### config.mk
export PLATFORM = sky130hd
export DESIGN_NAME = instruction_fetch_sequencer
export DESIGN_NICKNAME = d
export VERILOG_FILES = /design/src/rtl/instruction_fetch_sequencer.sv
export SDC_FILE = /design/constraint.sdc
export NUM_CORES = 1
export LEC_CHECK = 0
export BUFFER_PORTS_ARGS = -buffer_cell sky130_fd_sc_hd__buf_2
export CAP_MARGIN = 40
export CORE_MARGIN = 2
export CORE_UTILIZATION = 49
export CTS_CLUSTER_DIAMETER = 80
export DETAILED_ROUTE_END_ITERATION = 8
export PLACE_DENSITY = 0.79
export REMOVE_ABC_BUFFERS = 1
export SLEW_MARGIN = 20
export SYNTH_ARGS = -nofsm -noshare
export SYNTH_HDL_FRONTEND = slang
export SYNTH_SLANG_ARGS = --single-unit
### constraint.sdc
create_clock -name Clock -period 2.8 [get_ports Clock]
set_clock_uncertainty 0.05 [all_clocks]
set_input_delay 0 -clock Clock [delete_from_list [all_inputs] [get_ports Clock]]
set_output_delay 0 -clock Clock [all_outputs]
set_load 0.005 [all_outputs]
### src/rtl/instruction_fetch_sequencer.sv
// Instruction fetch sequencer.
// Holds the program counter, drives the word address of a combinational
// instruction memory and streams fetched words to decode through a 1-entry
// output register with a valid/ready handshake. Supports redirects, restart
// after halt, and halting on a run of all-zero words or at the end of memory.
//
// Ports:
//   Clock, ResetN        rising-edge clock, async active-low reset
//   Start                IDLE->RUN; in HALT restarts from address 0
//   Redirect/RedirectAddr load PC and flush the output register
//   ReadAddress          memory word address (always equals PC)
//   Instruction          memory read data for ReadAddress (same cycle)
//   InstrOut/InstrPC     registered word and its address
//   InstrValid/InstrReady output handshake
//   Halted, Busy         state == HALT, state == RUN
module instruction_fetch_sequencer #(
  parameter int ADDR_W         = 6,
  parameter int DATA_W         = 32,
  parameter int NOP_HALT_COUNT = 4,
  parameter int WRAP           = 0
) (
  input  logic              Clock,
  input  logic              ResetN,
  input  logic              Start,
  input  logic              Redirect,
  input  logic [ADDR_W-1:0] RedirectAddr,
  output logic [ADDR_W-1:0] ReadAddress,
  input  logic [DATA_W-1:0] Instruction,
  output logic [DATA_W-1:0] InstrOut,
  output logic [ADDR_W-1:0] InstrPC,
  output logic              InstrValid,
  input  logic              InstrReady,
  output logic              Halted,
  output logic              Busy
);

  // Counter must still be at least 1 bit when the zero-halt is disabled.
  localparam int ZC_W = (NOP_HALT_COUNT > 0) ? $clog2(NOP_HALT_COUNT + 1) : 1;
  localparam logic [ADDR_W-1:0] PC_LAST = '1;

  typedef enum logic [1:0] {S_IDLE, S_RUN, S_HALT} state_e;

  state_e            state_q, state_d;
  logic [ADDR_W-1:0] pc_q, pc_d;
  logic [ZC_W-1:0]   zero_cnt_q, zero_cnt_d;
  logic [DATA_W-1:0] instr_q, instr_d;
  logic [ADDR_W-1:0] instr_pc_q, instr_pc_d;
  logic              vld_q, vld_d;

  logic slot_free, handshake, zero_word, zero_halt;

  always_comb begin
    state_d    = state_q;
    pc_d       = pc_q;
    zero_cnt_d = zero_cnt_q;
    instr_d    = instr_q;
    instr_pc_d = instr_pc_q;
    vld_d      = vld_q;

    slot_free = !vld_q || InstrReady;
    handshake = vld_q && InstrReady;
    zero_word = (Instruction == '0);
    // The Nth consecutive zero word halts instead of being presented.
    zero_halt = (NOP_HALT_COUNT != 0) && zero_word &&
                (zero_cnt_q == ZC_W'(NOP_HALT_COUNT - 1));

    unique case (state_q)
      S_IDLE: begin
        if (Redirect) pc_d = RedirectAddr;
        if (Start)    state_d = S_RUN;
      end
      S_RUN: begin
        if (Redirect) begin
          // Any handshake this cycle consumes the old word; nothing new is captured.
          pc_d       = RedirectAddr;
          vld_d      = 1'b0;
          zero_cnt_d = '0;
        end else if (slot_free) begin
          if (zero_halt) begin
            state_d = S_HALT;
            vld_d   = 1'b0;
          end else begin
            instr_d    = Instruction;
            instr_pc_d = pc_q;
            vld_d      = 1'b1;
            if (!zero_word)             zero_cnt_d = '0;
            else if (zero_cnt_q != '1)  zero_cnt_d = zero_cnt_q + ZC_W'(1);
            // Without wrap the last word is still presented; PC parks on it.
            if (pc_q == PC_LAST && WRAP == 0) state_d = S_HALT;
            else                              pc_d = pc_q + ADDR_W'(1);
          end
        end
      end
      S_HALT: begin
        if (handshake) vld_d = 1'b0;
        if (Start) begin
          pc_d       = '0;
          zero_cnt_d = '0;
          vld_d      = 1'b0;
          state_d    = S_RUN;
        end
      end
      default: state_d = S_IDLE;
    endcase
  end

  always_ff @(posedge Clock or negedge ResetN) begin
    if (!ResetN) begin
      state_q    <= S_IDLE;
      pc_q       <= '0;
      zero_cnt_q <= '0;
      instr_q    <= '0;
      instr_pc_q <= '0;
      vld_q      <= 1'b0;
    end else begin
      state_q    <= state_d;
      pc_q       <= pc_d;
      zero_cnt_q <= zero_cnt_d;
      instr_q    <= instr_d;
      instr_pc_q <= instr_pc_d;
      vld_q      <= vld_d;
    end
  end

  assign ReadAddress = pc_q;
  assign InstrOut    = instr_q;
  assign InstrPC     = instr_pc_q;
  assign InstrValid  = vld_q;
  assign Halted      = (state_q == S_HALT);
  assign Busy        = (state_q == S_RUN);

endmodule
==> impl_results.md, run 1 <==
* Routing usage on met3 at under 10%
* Netlist cell types at 35
* Vias in the first global route at slightly above 2000
* Final net count at about 380
* CTS buffer count at 5
* CTS clock-pin slew for the worst setup and hold paths at roughly 0.080 ns
* Layout cells sized above 1 at ~42%
* Root Buffer: clkbuf_8
* Vias per std cell at 5.311
* Cell area after synthesis at between 2000 and 2500 sq um
* Tmin final at about 2.4 ns
* Switching Power at roughly 0.0011 W
* First-pass GRT wire length at 9591 um
* Period utilization at between 80 and 90%
* Synth-to-Final Area Change at 40.39%
* Total wire length at roughly 6000 um
* Core region area at around 4800 sq um
* Starting density of the core at 51.27%
* Drt pass-1 iters at 4
* Width of the die at about 75 um
* Seq pwr share at a little under 40%
* Synth area leader: dfrtp_1
* Main combinational cell family by area after synthesis: multiplexers
* Non-filler cells, final at 399
* Worst hold path type: in2reg
* Clock buffer depth at 2
* Max cap viols at 0
* Clock power frac at 12.7%
* Via count at around 2100
* Synth Instances at 199
* Cts repair resizes at 0
* IO Port Bufs at 89
* Clk Latency, worst-skew pair at approximately 0.31 ns
* Net Sw Frac at between 30% and 40%
* Post-DRT Antenna Nets at 0
* Critical path data arrival time at between 2 and 3 ns
* Layout fillers at roughly 360
* Status: finished, final reports clean
* GR Layer Usage met2 at 39.63%
* Ant. Diodes at 0
* Sequential element share of the synthesized area at 50.99%
* Top post-synthesis cells by area: dfrtp_1 51%, mux2_2 18%, ha_1 4.6%, nor4_1 3.1%, inv_1 2.3%
* Yosys top cell area share at 50.99%
* Setup CP Type: in2reg
* Final hold vios at 0
* CTS tree: yes
* Peak supply drop at 529.5 uV
* Synth Register Bits at 50
* CP delay by family, top: simple AND/OR/NAND/NOR gates
* Die Ht at 74.76 um
* Busiest grt layer: met2
* Final-report max-slew violation count at 0
* Avg Cell Area, Syn at around 12 sq um
* Crit path required time at slightly below 3 ns
* CTS H-tree depth at 2
* Post-CTS Setup Inserts at 0
* Ys Warns at 0
* Relative slew slack at 61.54%
* Int Power at between 0.002 and 0.0025 W
* Register area at between 1000 and 1500 sq um
* Post-synthesis compound-gate area fraction at about a tenth
* Measured slew at the worst slew-check pin at ~0.57 ns
* GRT met1 Usage at between 20% and 30%
* Cell Area, Placed at between 2000 and 3000 sq um
* Fin area at 3445 sq um
* Leak pwr at between 1.5 and 2 nW
* Placed cells at between 300 and 400
* GR Util All Layers at a little under a quarter
* Area of the multi-input gates at about 1100 sq um
* Final setup margin at ~0.37 ns
* Power density cells at just over 900 nW/um^2
* CTS Hold Bufs at 39
* CP Cell Sequence: dlygate4sd3_1 -> buf_2 -> nor4_1 -> nand4_1 -> nor3_4 -> a2111o_1 -> buf_12 -> mux2_2
* Xor/xnor cell area share of the yosys netlist at 0%
* Die area at ~5600 sq um
* Largest net degree at the start of global routing at 39
* Post-synthesis adder-cell area fraction at between 4 and 5%
* Initial DRC Count at around 200
* Core Rows at 25
* Worst Path Buf+Inv at 3
* Post-route DRC at 0
* Mux cell area share after synthesis at about a fifth
* Simple-Gate Fraction of Synth Area at around a tenth
* Critical-path top delay cell: dlygate4sd3_1
* Final setup violation count at 0
* Drt wl/cell at ~15 um
* Place WS at roughly 0.50 ns
* Total negative slack at 0 ns
* Post-DP HPWL at slightly above 4000 um
* Placer Congestion at slightly above 0.9
* I/O pin count at 90
* Unrepaired setup endpoints after global routing: false
* Initial antenna violation count at 0
* FMAX at 411.4 MHz
* Logic pwr share at a little under half
* Critical path fanouts, max at 38
* Total global routing overflow at 0
* Setup crit end kind: register
* CTS sink count at 50
* CP max stage delay at about 0.53 ns
* Crit start category: input pin
==> path summary, 6_finish.rpt <==
| path | from | end | slack, ns | cells after the start |
|---|---|---|---|---|
| max in group asynchronous | ResetN | ReadAddress[3] | 2.08 | 3 |
| hold / removal | RedirectAddr[1] | ReadAddress[1] | 0.06 | 3 |
| setup reg to reg | state_q[1] | ReadAddress[1] | 0.46 | 6 |
| min in group asynchronous | ResetN | InstrOut[22] | 0.12 | 2 |
| hold reg to reg | InstrOut[15] | InstrOut[15] | 0.45 | 1 |
| setup / recovery | Instruction[9] | InstrOut[8] | 0.37 | 8 |
==> flip-flops by register name, indices dropped and copies added (netlist names) <==
register,flops
state_q,2
InstrOut,32
InstrValid,1
zero_cnt_q,3
InstrPC,6
ReadAddress,6
==> power groups by stage <==
stage | clock network, W | registers [W] | logic, W
4_1_cts | 0.000422 | 0.00126 | 0.00153
2_1_floorplan | 0 | 0.00128 | 0.000871
6_report | 0.000405 | 0.00126 | 0.00153
3_3_place_gp | 0 | 0.00125 | 0.00145
3_5_place_dp | 0 | 0.00127 | 0.00148
5_1_grt | 0.000441 | 0.00130 | 0.00168
==> stage by stage <==
step | utilization (%) | total power [W] | hold WS, ns
floorplan | - | 0.002146 | -0.3456
global placement | 61.67 | 0.002703 | 0.1785
detailed placement | 62.09 | 0.002753 | -0.08296
CTS | 71.97 | 0.003210 | 0.03726
global route | 71.97 | 0.003426 | 0.07019
finish | 71.97 | 0.003195 | 0.05859
==> cells in the final DEF (no fill, tap or decap) <==
master / netlist / final
a2111o_1: 1 / 1
dfrtp_1: 50 / 50
a221oi_1: 1 / 1
and3_1: 4 / 4
nand2_1: 6 / 6
buf_4: 1 / 2
mux2i_1: 1 / 1
a21oi_1: 3 / 3
ha_1: 9 / 9
a2bb2oi_1: 2 / 2
buf_12: 2 / 2
a211o_1: 1 / 1
a22oi_1: 3 / 3
a21o_1: 1 / 1
clkinv_2: 0 / 1
nor3_1: 3 / 3
nor3_4: 1 / 1
nand2b_1: 1 / 1
inv_6: 0 / 1
dlygate4sd3_1: 0 / 39
nor4_1: 12 / 12
o32ai_1: 4 / 4
nand3_1: 3 / 3
clkbuf_8: 0 / 5
mux2_1: 2 / 2
a32o_1: 2 / 2
o221a_2: 1 / 1
buf_2: 0 / 89
inv_1: 15 / 15
o21ai_0: 6 / 6
nor2b_1: 2 / 2
nor2_1: 9 / 9
o2bb2ai_1: 2 / 2
mux2_2: 39 / 39
nand4_1: 3 / 3
o31ai_1: 2 / 2
a32oi_1: 2 / 2
o311ai_0: 2 / 2
==> synthesized netlist by cell type <==
library cell and number:
a22oi_1 3, nand2b_1 1, a32oi_1 2, mux2i_1 1
a21o_1 1, a21oi_1 3, mux2_1 2, clkbuf_1 2
ha_1 9, a211o_1 1, nor3_4 1, and3_1 4
o32ai_1 4, nor4_1 12, inv_1 15, a221oi_1 1
nand4_1 3, nor2b_1 2, o31ai_1 2, buf_6 1
a32o_1 2, buf_4 1, mux2_2 39, buf_12 2
dfrtp_1 50, nor2_1 9, nand3_1 3, o21ai_0 6
a2bb2oi_1 2, a2111o_1 1, nor3_1 3, o2bb2ai_1 2
o311ai_0 2, o221a_2 1, nand2_1 6
==> cell type report <==
cell class,instances,share of cell area (%)
Tap cell,67,2.434
Clock buffer,5,1.998
Inverter,15,1.635
Sequential cell,50,36.32
Timing Repair Buffer,132,25.86
Clock inverter,2,0.3996
Multi-Input combinational cell,128,31.35
==> worst register-to-register path, cell delays in order (launching register included) <==
cell and delay [ns]:
dfrtp_1 0.41, inv_1 0.11, ha_1 0.39, inv_1 0.20, o311ai_0 0.46, a21o_1 0.26, mux2_2 0.36
==> layer usage <==
| layer | share of wire [%] | wire [um] |
|---|---|---|
| met5 | 0 | 0 |
| met3 | 5.2 | 315 |
| met4 | 1.8 | 107 |
| met2 | 51 | 3053 |
| met1 | 42 | 2526 |
==> cell families after synthesis <==
kind of cell,after synthesis
flip-flops,50
AND/OR/NAND/NOR,44
multiplexers,42
AO/OA/AOI/OAI,33
buffers and inverters,21
adder cells (fa/ha/maj),9
No activity file was read; power rests on OpenSTA's default activity.
==> run 2: changes to the inputs <==
BUFFER_PORTS_ARGS = -buffer_cell sky130_fd_sc_hd__clkbuf_2   (was -buffer_cell sky130_fd_sc_hd__buf_2)
==> run 2 against run 1 <==
Net effect: utilization is essentially flat; first-iteration DRC count shrank 29%; sequential power is essentially flat; maximum frequency shrank 3.5%; via count grew 3.9%; routed wire length grew 7.6%; clock power grew 11%; largest cell class unchanged; setup slack lost 0.088 ns; critical path type unchanged.
==> impl_results.md, run 2 (synthesis results as in run 1) <==
* Max reg flops at 32 (unchanged)
* Vias in the first global route at 2239 (+8.8%)
* Tmin final at 2.519 ns (+0.08817 ns)
* Initial antenna violation count at 0 (unchanged)
* Crit start category: input pin
* Total global routing overflow at 0 (unchanged)
* CTS clock-pin slew for the worst setup and hold paths at 0.09 ns (about the same)
* Peak supply drop at 528.5 uV (-0.18%)
* Fin area at 3443 sq um (about the same)
* Final hold slack at 0.01780 ns (-0.04079 ns)
* Layout cells sized above 1 at 42.81% (+0.34 points)
* Post-route DRC at 0 (unchanged)
* FMAX at 397.0 MHz (-3.5%)
* Starting density of the core at 51.27% (unchanged)
* Width of the die at 74.76 um (unchanged)
* Drt wl/cell at 16.11 um (+7.1%)
* First-pass GRT wire length at 10260 um (+7.0%)
* CTS tree: yes
* Initial DRC Count at 144 (-29%)
* Final setup violation count at 0 (unchanged)
* Largest net degree at the start of global routing at 30 (-23%)
* Cell Area, Placed at 2954 sq um (-0.59%)
* Leak pwr at 1.680 nW (+0.29%)
* Worst hold path type: in2reg
* Relative slew slack at 53.81% (-7.7 points)
* Non-filler cells, final at 401 (+0.50%)
* Post-DP HPWL at 4249 um (+3.0%)
* Core Rows at 25 (unchanged)
* Power density cells at 952.9 nW/um^2 (+2.7%)
* Crit path required time at 2.94 ns (about the same)
* Die area at 5589 sq um (unchanged)
* Placed cells at 354 (+0.28%)
* Core region area at 4786 sq um (unchanged)
* Critical path fanouts, max at 29 (-24%)
* CTS buffer count at 5 (unchanged)
* Measured slew at the worst slew-check pin at 0.6928 ns (+0.1232 ns)
* Most common cell after layout, fill and taps aside: clkbuf_2
* Unrepaired setup endpoints after global routing: false
* Crit Reg-Reg Startpoint: state_q[1]
* Layout fillers at 361 (+1.4%)
* Clk Latency, worst-skew pair at 0.31 ns (about the same)
* Ant. Diodes at 0 (unchanged)
* Final net count at 385 (+0.26%)
* Clock buffer depth at 2 (unchanged)
* Vias per std cell at 5.489 (+3.4%)
* Via count at 2201 (+3.9%)
* Root Buffer: clkbuf_8
* Total wire length at 6462 um (+7.6%)
* Setup CP Type: in2reg
* Worst Hold Launch: RedirectAddr[1]
* Die Ht at 74.76 um (unchanged)
* Most frequent cells in the layout: 89 x clkbuf_2, 50 x dfrtp_1, 39 x mux2_2, 39 x dlygate4sd3_1, 15 x inv_1
* Total negative slack at 0 ns (unchanged)
* Period utilization at 89.95% (+3.1 points)
* Final-report max-slew violation count at 0 (unchanged)
* IO Port Bufs at 89 (unchanged)
* Post-DRT Antenna Nets at 0 (unchanged)
* Status: finished, final reports clean
* Drt pass-1 iters at 4 (unchanged)
* CTS sink count at 50 (unchanged)
* Setup crit end kind: register
* Synth-to-Final Area Change at 40.34% (about the same)
* CTS H-tree depth at 2 (unchanged)
* I/O pin count at 90 (unchanged)
* Critical path data arrival time at 2.66 ns (+0.09 ns)
* GR Util All Layers at 24.37% (+1.8 points)
* Cts repair resizes at 0 (unchanged)
* Final hold vios at 0 (unchanged)
* Max cap viols at 0 (unchanged)
* Placer Congestion at 0.9143 (-0.25%)
* Setup crit start: Instruction[26]
## run 2: changes by cell type in the layout (fill, tap and decap cells not counted)
cell / delta
clkinvlp_4: +1
buf_4: +3
clkbuf_2: +89
clkinv_2: -1
buf_2: -89
clkbuf_8: +1
buf_12: -2
## run 2: area by class of cell
class | instances | area [sq um] | share of cell area [%]
sequential | 50 | 1251 | 36.34
multi-input combinational | 128 | 1080 | 31.36
timing repair buffer | 133 | 873.3 | 25.36
tap | 67 | 83.83 | 2.435
clock buffer | 6 | 82.58 | 2.398
inverter | 15 | 56.30 | 1.635
clock inverter | 2 | 16.27 | 0.4724
## run 2: what timing repair did
item | in CTS | in global routing
setup buffers | 0 | 0
hold buffers | 39 | 0
endpoints found under the hold margin | 65 | 0
## run 2: layer usage
layer	track usage, %	part of all wire [%]	vias to the layer above
li1	-	-	1013
met1	27.37	38	1058
met2	44.84	53	106
met3	4.953	5.9	24
met4	10.32	3.1	0
met5	0	0	-
## run 2: worst paths after layout
check | to | slack, ns | cells after the start
setup / recovery | InstrOut[14] | 0.28 | 8
hold / removal | ReadAddress[1] | 0.02 | 3
setup reg to reg | zero_cnt_q[1] | 0.40 | 8
hold reg to reg | InstrOut[15] | 0.45 | 1
max in group asynchronous | ReadAddress[3] | 1.72 | 3
min in group asynchronous | InstrOut[15] | 0.21 | 2
## run 2: worst max-delay path, stage by stage
cell and delay, ns:
dlygate4sd3_1 0.55, clkbuf_2 0.11, nor4_1 0.34, nand4_1 0.30, nor3_4 0.41, a2111o_1 0.19
buf_4 0.35, mux2_2 0.39
## run 2: where the power goes
| part | internal, W | switching, W |
|---|---|---|
| clock network | 0.000204 | 0.000247 |
| registers | 0.00106 | 0.000227 |
| logic | 0.000815 | 0.000733 |
| total | 0.00207 | 0.00121 |
## run 2: metrics by stage
stage | setup WS [ns] | util, % | power (W)
floorplan | 0.3246 | - | 0.002146
CTS | 0.3019 | 71.95 | 0.003256
global route | 0.1248 | 71.95 | 0.003493
detailed placement | 0.4891 | 61.73 | 0.002760
finish | 0.2814 | 71.95 | 0.003281
global placement | 0.5550 | 61.73 | 0.002707
